**config.mk**
```make
export PLATFORM = sky130hd
export DESIGN_NAME = pipelined_cla_adder
export DESIGN_NICKNAME = d
export VERILOG_FILES = /design/src/rtl/pipelined_cla_adder.sv
export SDC_FILE = /design/constraint.sdc
export NUM_CORES = 1
export LEC_CHECK = 0
export ABC_AREA = 1
export CAP_MARGIN = 10
export CELL_PAD_IN_SITES_DETAIL_PLACEMENT = 0
export CELL_PAD_IN_SITES_GLOBAL_PLACEMENT = 2
export CORE_UTILIZATION = 35
export CTS_BUF_LIST = sky130_fd_sc_hd__clkbuf_8 sky130_fd_sc_hd__clkbuf_16
export DETAILED_ROUTE_END_ITERATION = 7
export GPL_ROUTABILITY_DRIVEN = 0
export PLACE_DENSITY_LB_ADDON = 0.1
export SETUP_SLACK_MARGIN = 0.1
export SYNTH_ARGS = -nofsm -noshare
export SYNTH_HDL_FRONTEND = slang
export SYNTH_SLANG_ARGS = --single-unit
export TNS_END_PERCENT = 10
```
**constraint.sdc**
```tcl
create_clock -name clk -period 9.55 [get_ports clk]
set_input_delay 2.865 -clock clk [delete_from_list [all_inputs] [get_ports clk]]
set_output_delay 2.865 -clock clk [all_outputs]
set_load 0.02 [all_outputs]
```
**src/rtl/pipelined_cla_adder.sv**
```systemverilog
// Pipelined carry-lookahead adder/subtractor: one BLOCK-wide lookahead slice per stage,
// carries rippling stage to stage, unconsumed operand bits skewed forward, sum bits de-skewed.
module cla_block #(
  parameter int BLOCK = 16
) (
  input  logic [BLOCK-1:0] a,
  input  logic [BLOCK-1:0] b,
  input  logic             cin,
  output logic [BLOCK-1:0] s,
  output logic             cout
);
  localparam int NG = BLOCK / 4;

  logic [BLOCK-1:0] p, g;
  logic [BLOCK:0]   c;
  logic [NG:0]      cg;
  logic [NG-1:0]    gg, gp;

  assign p = a ^ b;
  assign g = a & b;

  // Group generate/propagate first, then group carries, then bit carries inside each group.
  always_comb begin
    gg = '0;
    gp = '0;
    cg = '0;
    c  = '0;
    for (int j = 0; j < NG; j++) begin
      gg[j] = g[4*j+3] | (p[4*j+3] & g[4*j+2]) | (p[4*j+3] & p[4*j+2] & g[4*j+1])
            | (p[4*j+3] & p[4*j+2] & p[4*j+1] & g[4*j]);
      gp[j] = &p[4*j +: 4];
    end
    cg[0] = cin;
    for (int j = 0; j < NG; j++) cg[j+1] = gg[j] | (gp[j] & cg[j]);
    for (int j = 0; j < NG; j++) begin
      c[4*j] = cg[j];
      for (int i = 0; i < 3; i++) c[4*j+i+1] = g[4*j+i] | (p[4*j+i] & c[4*j+i]);
    end
    c[BLOCK] = cg[NG];
  end

  assign s    = p ^ c[BLOCK-1:0];
  assign cout = c[BLOCK];
endmodule

module pipelined_cla_adder #(
  parameter int WIDTH = 64,
  parameter int BLOCK = 16
) (
  input  logic             clk,
  input  logic             rst,
  input  logic             in_valid,
  output logic             in_ready,
  input  logic [WIDTH-1:0] a,
  input  logic [WIDTH-1:0] b,
  input  logic             cin,
  input  logic             sub,
  output logic             out_valid,
  input  logic             out_ready,
  output logic [WIDTH-1:0] sum,
  output logic             cout,
  output logic             ovf,
  output logic             zero
);
  localparam int N = WIDTH / BLOCK;

  logic [WIDTH-1:0] b_eff;
  logic             c0;
  logic [N-1:0]     vld_pipe;
  logic [N-1:0]     adv;

  assign b_eff = b ^ {WIDTH{sub}};
  assign c0    = cin ^ sub;

  // A stage moves when it is empty or its successor moves; the chain starts at out_ready.
  always_comb begin
    logic go;
    adv = '0;
    go  = out_ready;
    for (int k = N-1; k >= 0; k--) begin
      go     = ~vld_pipe[k] | go;
      adv[k] = go;
    end
  end

  assign in_ready = adv[0];

  for (genvar k = 0; k < N; k++) begin : stg
    localparam int SW = WIDTH - k*BLOCK;
    localparam int LW = (k+1)*BLOCK;

    logic [SW-1:0]    src_a, src_b;
    logic             src_c, v_in, vld, blk_co, c_r;
    logic [BLOCK-1:0] blk_s;
    logic [LW-1:0]    s_nxt, s_r;

    if (k == 0) begin : src
      assign src_a = a;
      assign src_b = b_eff;
      assign src_c = c0;
      assign v_in  = in_valid;
      assign s_nxt = blk_s;
    end else begin : src
      assign src_a = stg[k-1].upr.a_r;
      assign src_b = stg[k-1].upr.b_r;
      assign src_c = stg[k-1].c_r;
      assign v_in  = stg[k-1].vld;
      assign s_nxt = {blk_s, stg[k-1].s_r};
    end

    cla_block #(.BLOCK(BLOCK)) u_blk (
      .a    (src_a[BLOCK-1:0]),
      .b    (src_b[BLOCK-1:0]),
      .cin  (src_c),
      .s    (blk_s),
      .cout (blk_co)
    );

    assign vld_pipe[k] = vld;

    if (k < N-1) begin : upr
      logic [SW-BLOCK-1:0] a_r, b_r;

      always_ff @(posedge clk) begin
        if (rst)         vld <= 1'b0;
        else if (adv[k]) vld <= v_in;
      end

      always_ff @(posedge clk) begin
        if (adv[k]) begin
          a_r <= src_a[SW-1:BLOCK];
          b_r <= src_b[SW-1:BLOCK];
          s_r <= s_nxt;
          c_r <= blk_co;
        end
      end
    end else begin : fin
      logic ovf_r, zero_r;

      // Carry into the MSB recovered as s ^ a ^ b at that bit.
      always_ff @(posedge clk) begin
        if (rst) begin
          vld    <= 1'b0;
          s_r    <= '0;
          c_r    <= 1'b0;
          ovf_r  <= 1'b0;
          zero_r <= 1'b0;
        end else if (adv[k]) begin
          vld    <= v_in;
          s_r    <= s_nxt;
          c_r    <= blk_co;
          ovf_r  <= blk_co ^ blk_s[BLOCK-1] ^ src_a[BLOCK-1] ^ src_b[BLOCK-1];
          zero_r <= ~|s_nxt;
        end
      end

      assign out_valid = vld;
      assign sum       = s_r;
      assign cout      = c_r;
      assign ovf       = ovf_r;
      assign zero      = zero_r;
    end
  end
endmodule

```
Word level (Yosys, flattened, before mapping)
Index checks and enable logic that the tools add are counted.
{"block": "op_classes", "bitwise_logic": 281, "n_reduce_logical": 18}
{"operator": "$and 1x1->1", "n": 144}
{"operator": "$xor 16x16->16", "n": 8}
{"operator": "$or 1x1->1", "n": 116}
{"operator": "$and 16x16->16", "n": 4}
{"operator": "$reduce_and 4->1", "n": 16}
{"operator": "$reduce_or 64->1", "n": 1}
{"operator": "$xor 64x64->64", "n": 1}
{"operator": "$not 1->1", "n": 4}
{"operator": "$xor 1x1->1", "n": 4}
{"operator": "$logic_not 1->1", "n": 1}
{"block": "totals", "register_bits": 362, "input_bits": 134, "wordCells": 319}

Logic depth before layout (Yosys ltp)
{"block": "depth", "ltp_word": 20, "ltp_mapped": 19, "depth_no_buf": 19}

Modules after synthesis
From an unflattened synthesis, not the netlist that was laid out.
{"block": "hier_totals", "cells_unflattened": 1086, "hier_area_um2": 14956.8}
{"mod": "pipelined_cla_adder", "n_inst": 1, "cells_per_inst": 732, "area_each_um2": 12049.1, "seq_area_each_um2": 10159.7}
{"mod": "cla_block at stg[1].u_blk ...", "n_inst": 2, "cells_per_inst": 89, "area_each_um2": 728.2, "seq_area_each_um2": 0.0}
{"mod": "cla_block at stg[0].u_blk", "n_inst": 1, "cells_per_inst": 88, "area_each_um2": 726.9, "seq_area_each_um2": 0.0}
{"mod": "cla_block at stg[3].u_blk", "n_inst": 1, "cells_per_inst": 88, "area_each_um2": 724.4, "seq_area_each_um2": 0.0}

Least setup slack after synthesis
No wires, ideal clock.
{"block": "synth_path", "kind": "input to output", "from": "input out_ready", "to": "output in_ready", "arrival_ps": 6700, "required_ps": 6685, "path_slack_ps": -15, "cell_stages": 6, "n_path_buf": 0, "path_cell_list": "nor2_1 > inv_2 > nor2_1 > inv_2 > nor2_1 > nand2_1"}
{"block": "synth_between", "elab_chain_cells": 4}
{"element": "from (decl)", "line": "59", "rtl": "input logic out_ready,"}
{"element": "$or 1x1->1 (2 in series)", "line": "81", "rtl": "go = ~vld_pipe[k] | go;"}
{"element": "net adv[2]", "line": "70", "rtl": "logic [N-1:0] adv;"}
{"element": "$or 1x1->1 (2 in series)", "line": "81"}
{"element": "to (decl)", "line": "53", "rtl": "output logic in_ready,"}
The timed path passes the listed nets, and every way through them passes these cells.

Worst setup path after layout
Same ends and word-level chain as after synthesis.

==> impl_metrics.csv <==
group,metric,value,unit
status,run_status,"completed",
placed_design,post-dp-hpwl,20.8,mm
timing,tightestPinTransition,0.958,ns
synthesis,mappedNetlistNets,1273,
clocking,clkSlewWorstSetupHoldPaths,0.06,ns
clocking,cts-root-to-sink-buffers,3,
timing,grt_setup_unrepaired,"no",
final_layout,num-fill-cells,3799,
placed_design,post-place-cells,1741,
floorplan,rows,74,
clocking,postCtsHoldBufs,0,
setup_path,reg2reg_capture_point,"ovf",
timing,final.setup.worst_slack,1.38,ns
routing,detail_route.vias_per_cell,4.51,
routing,routed-via-count,8173,
floorplan,design.core.area,41300,um2
final_layout,final_cell_mix,"edfxtp_1 (291), clkdlybuf4s50_1 (201), nor2_1 (120), inv_1 (95), dfxtp_1 (71)",
timing,fmax,0.122,GHz
clocking,cts_sinks,362,
hold_path,hold_start,"stg[1].upr.b_r[22]",
final_layout,post_route_cells_drive_above_1_share,7.34,%
final_layout,multi_input_gate_area,4200,um2
power_and_ir_drop,pwr_density_cell,227,nW/um2
clocking,cts_root_buffer,"clkbuf_16",
setup_path,cp-start-kind,"input port",
clocking,cts_buffers,40,
floorplan,die_y_extent,208,um
synthesis,syn-cell-area,14800,um2
power_and_ir_drop,p_leak,0.00761,uW
global_routing,grt_first_pass_wirelength,47.1,mm
power_and_ir_drop,p_seq_share,49.9,%
global_routing,grt_antenna_before_repair,4,
power_and_ir_drop,irDropWorstVdd,107,uV
synthesis,sequential_fraction_of_the_synthesis_area,68.6,%
global_routing,globalRoute.totalOverflow,0,
synthesis,synth-seq-cells,362,
synthesis,ys.flop_type,"edfxtp_1",
synthesis,ys_warn_count,0,
setup_path,critPathArrivalTime,5.30,ns
routing,wl_per_cell,16.7,um
hold_path,worstHoldPathType,"reg -> reg",
timing,tmin_final,8.17,ns
power_and_ir_drop,switching_share,24.1,%
power_and_ir_drop,clkPwrFrac,36.2,%
clocking,cts_htree_levels,2,
timing,fin_tns_setup,0,ns
global_routing,track_usage,14.3,%
power_and_ir_drop,p_switching,1030,uW
floorplan,ioPinCount,203,
placed_design,placement.setup.worst_slack,1.33,ns
final_layout,final_net_count,1497,
final_layout,flow.area_growth_from_synthesis,26.9,%
run,timing.max_cap.violations,0,
clocking,clock_latency,0.54,ns
hold_path,worst_hold_path.endpoint,"stg[2].upr.b_r[6]",
power_and_ir_drop,intPower,3240,uW
timing,max_slew_margin,36.1,%
global_routing,first_global_vias,8386,
global_routing,grt_start_max_net_pins,81,
hold_path,whs_path_depth,0,
timing,final_clock_skew,0.00942,ns
synthesis,synth_edf_count,291,
setup_path,reg2reg_from,"stg[2].upr.a_r[3]",
routing,first_pass_iters,4,
placed_design,io_buffers,202,
timing,worst_hold_slack,0.411,ns
final_layout,combined_flip_flop_and_latch_cell_area,10200,um2
clocking,post_cts_setup_buffer_count,0,
setup_path,critical_path_peak_fanout,37,
synthesis,async_reset_ff_share,0,%
routing,drcViolationCount,0,
setup_path,critical_path_required,6.69,ns
synthesis,syn_avg_cell_area,14.4,um2
synthesis,number_of_cells_produced_by_synthesis,1027,
synthesis,synth.distinct_cells,36,
routing,drt_iter0_drc,336,
floorplan,die-width,208,um
routing,wirelength,30.4,mm
setup_path,ff2ff_setup_slack,5.86,ns
final_layout,finalNonFillerCells,1814,
timing,timing.final.setup_violations,0,
final_layout,mostFrequentLayoutCell,"edfxtp_1",
floorplan,die_area,43100,um2
floorplan,starting_density,35.9,%
setup_path,path_class,"in -> out",
timing,period_share,85.5,%
routing,antenna_violating_nets_remaining,0,
clocking,cts_repair_resize_count,0,
timing,final_hold_viol_count,0,
clocking,tritoncts,"built",
setup_path,worst-r2r-cell-count,19,
timing,slew_violations,0,
setup_path,endpoint_kind,"primary output",
power_and_ir_drop,power.combinational.fraction,14.0,%
worst max-delay path, cell delays in order:
cell and delay (ns):
clkdlybuf4s50_1 0.44, nor2_4 0.13, clkinv_2 0.06, nor2_1 0.17
inv_4 0.23, nor2_1 0.38, nand2_4 0.35, clkdlybuf4s50_1 0.65
layer usage:
metal,track usage (%),vias up,wire length [um]
met5,0,-,41
met4,4.88,6,557
met3,4.21,43,1990
met2,24.0,168,14700
met1,17.7,3922,13100
li1,-,4034,-
per-stage QoR:
stage	util (%)	area (um2)	power, uW
after global routing	45.5	18800	4480
after floorplan	-	14800	2460
after global placement	42.3	17500	2760
after CTS	45.5	18800	4340
final	45.5	18800	4260
after detailed placement	42.3	17500	2770
how the worst max path moves through the flow:
stage / to / cells after the start / startpoint
global route: in_ready / 8 / out_ready
floorplan: in_ready / 6 / out_ready
CTS: in_ready / 8 / out_ready
finish: in_ready / 8 / out_ready
detailed placement: in_ready / 8 / out_ready
global placement: in_ready / 8 / out_ready
state kept, by name, summed over array words and instances (netlist names):
| signal | cells |
|---|---|
| stg.vld | 3 |
| cout | 1 |
| ovf | 1 |
| sum | 64 |
| out_valid | 1 |
| zero | 1 |
| stg.s_r | 96 |
| stg.c_r | 3 |
| stg.upr.a_r | 96 |
| stg.upr.b_r | 96 |
synthesized netlist by cell type (6+ instances only):
cell,n,area share [%]
ha_1,64,5.4
xor2_1,63,3.7
edfxtp_1,291,59
xnor2_1,17,1.0
inv_1,87,2.2
o21ai_0,40,1.4
dfxtp_1,71,9.6
nand2_1,62,1.6
clkbuf_1,19,0.48
nor4_1,14,0.59
nor2_1,121,3.1
nand2_2,7,0.30
nand4_1,8,0.34
o21ai_1,26,0.88
fa_1,48,6.5
a41oi_1,6,0.35
nand3_1,19,0.64
a21oi_1,25,0.85
buf_2,9,0.30
final cells by class:
| type | count | area share, % |
|---|---|---|
| Sequential cell | 362 | 54.1 |
| Multi-Input combinational cell | 544 | 22.3 |
| Timing Repair Buffer | 210 | 11.1 |
| Clock buffer | 47 | 5.96 |
| Tap cell | 532 | 3.54 |
| Inverter | 93 | 1.89 |
| Clock inverter | 25 | 1.11 |
| Antenna cell | 1 | 0.0133 |
power groups by stage:
| stage | clock network [uW] | registers, uW | logic, uW |
|---|---|---|---|
| after floorplan | 0 | 2190 | 271 |
| after global placement | 0 | 2160 | 607 |
| after detailed placement | 0 | 2160 | 608 |
| after CTS | 1600 | 2130 | 611 |
| after global routing | 1650 | 2160 | 669 |
| final | 1540 | 2130 | 596 |
kinds of logic (layout without fill, tap and decap cells):
group	Yosys count	count (layout)	synth area share (%)
other	0	1	0
DFF	362	362	68.6
xor gates and xnor gates	83	83	5.06
adders and majority gates	112	112	11.9
and+or+nand+nor	239	239	7.12
AOI/OAI and AO/OA	110	110	4.17
buffers and inverters	121	375	3.14
Note: power is estimated with default switching activity, not from simulation.
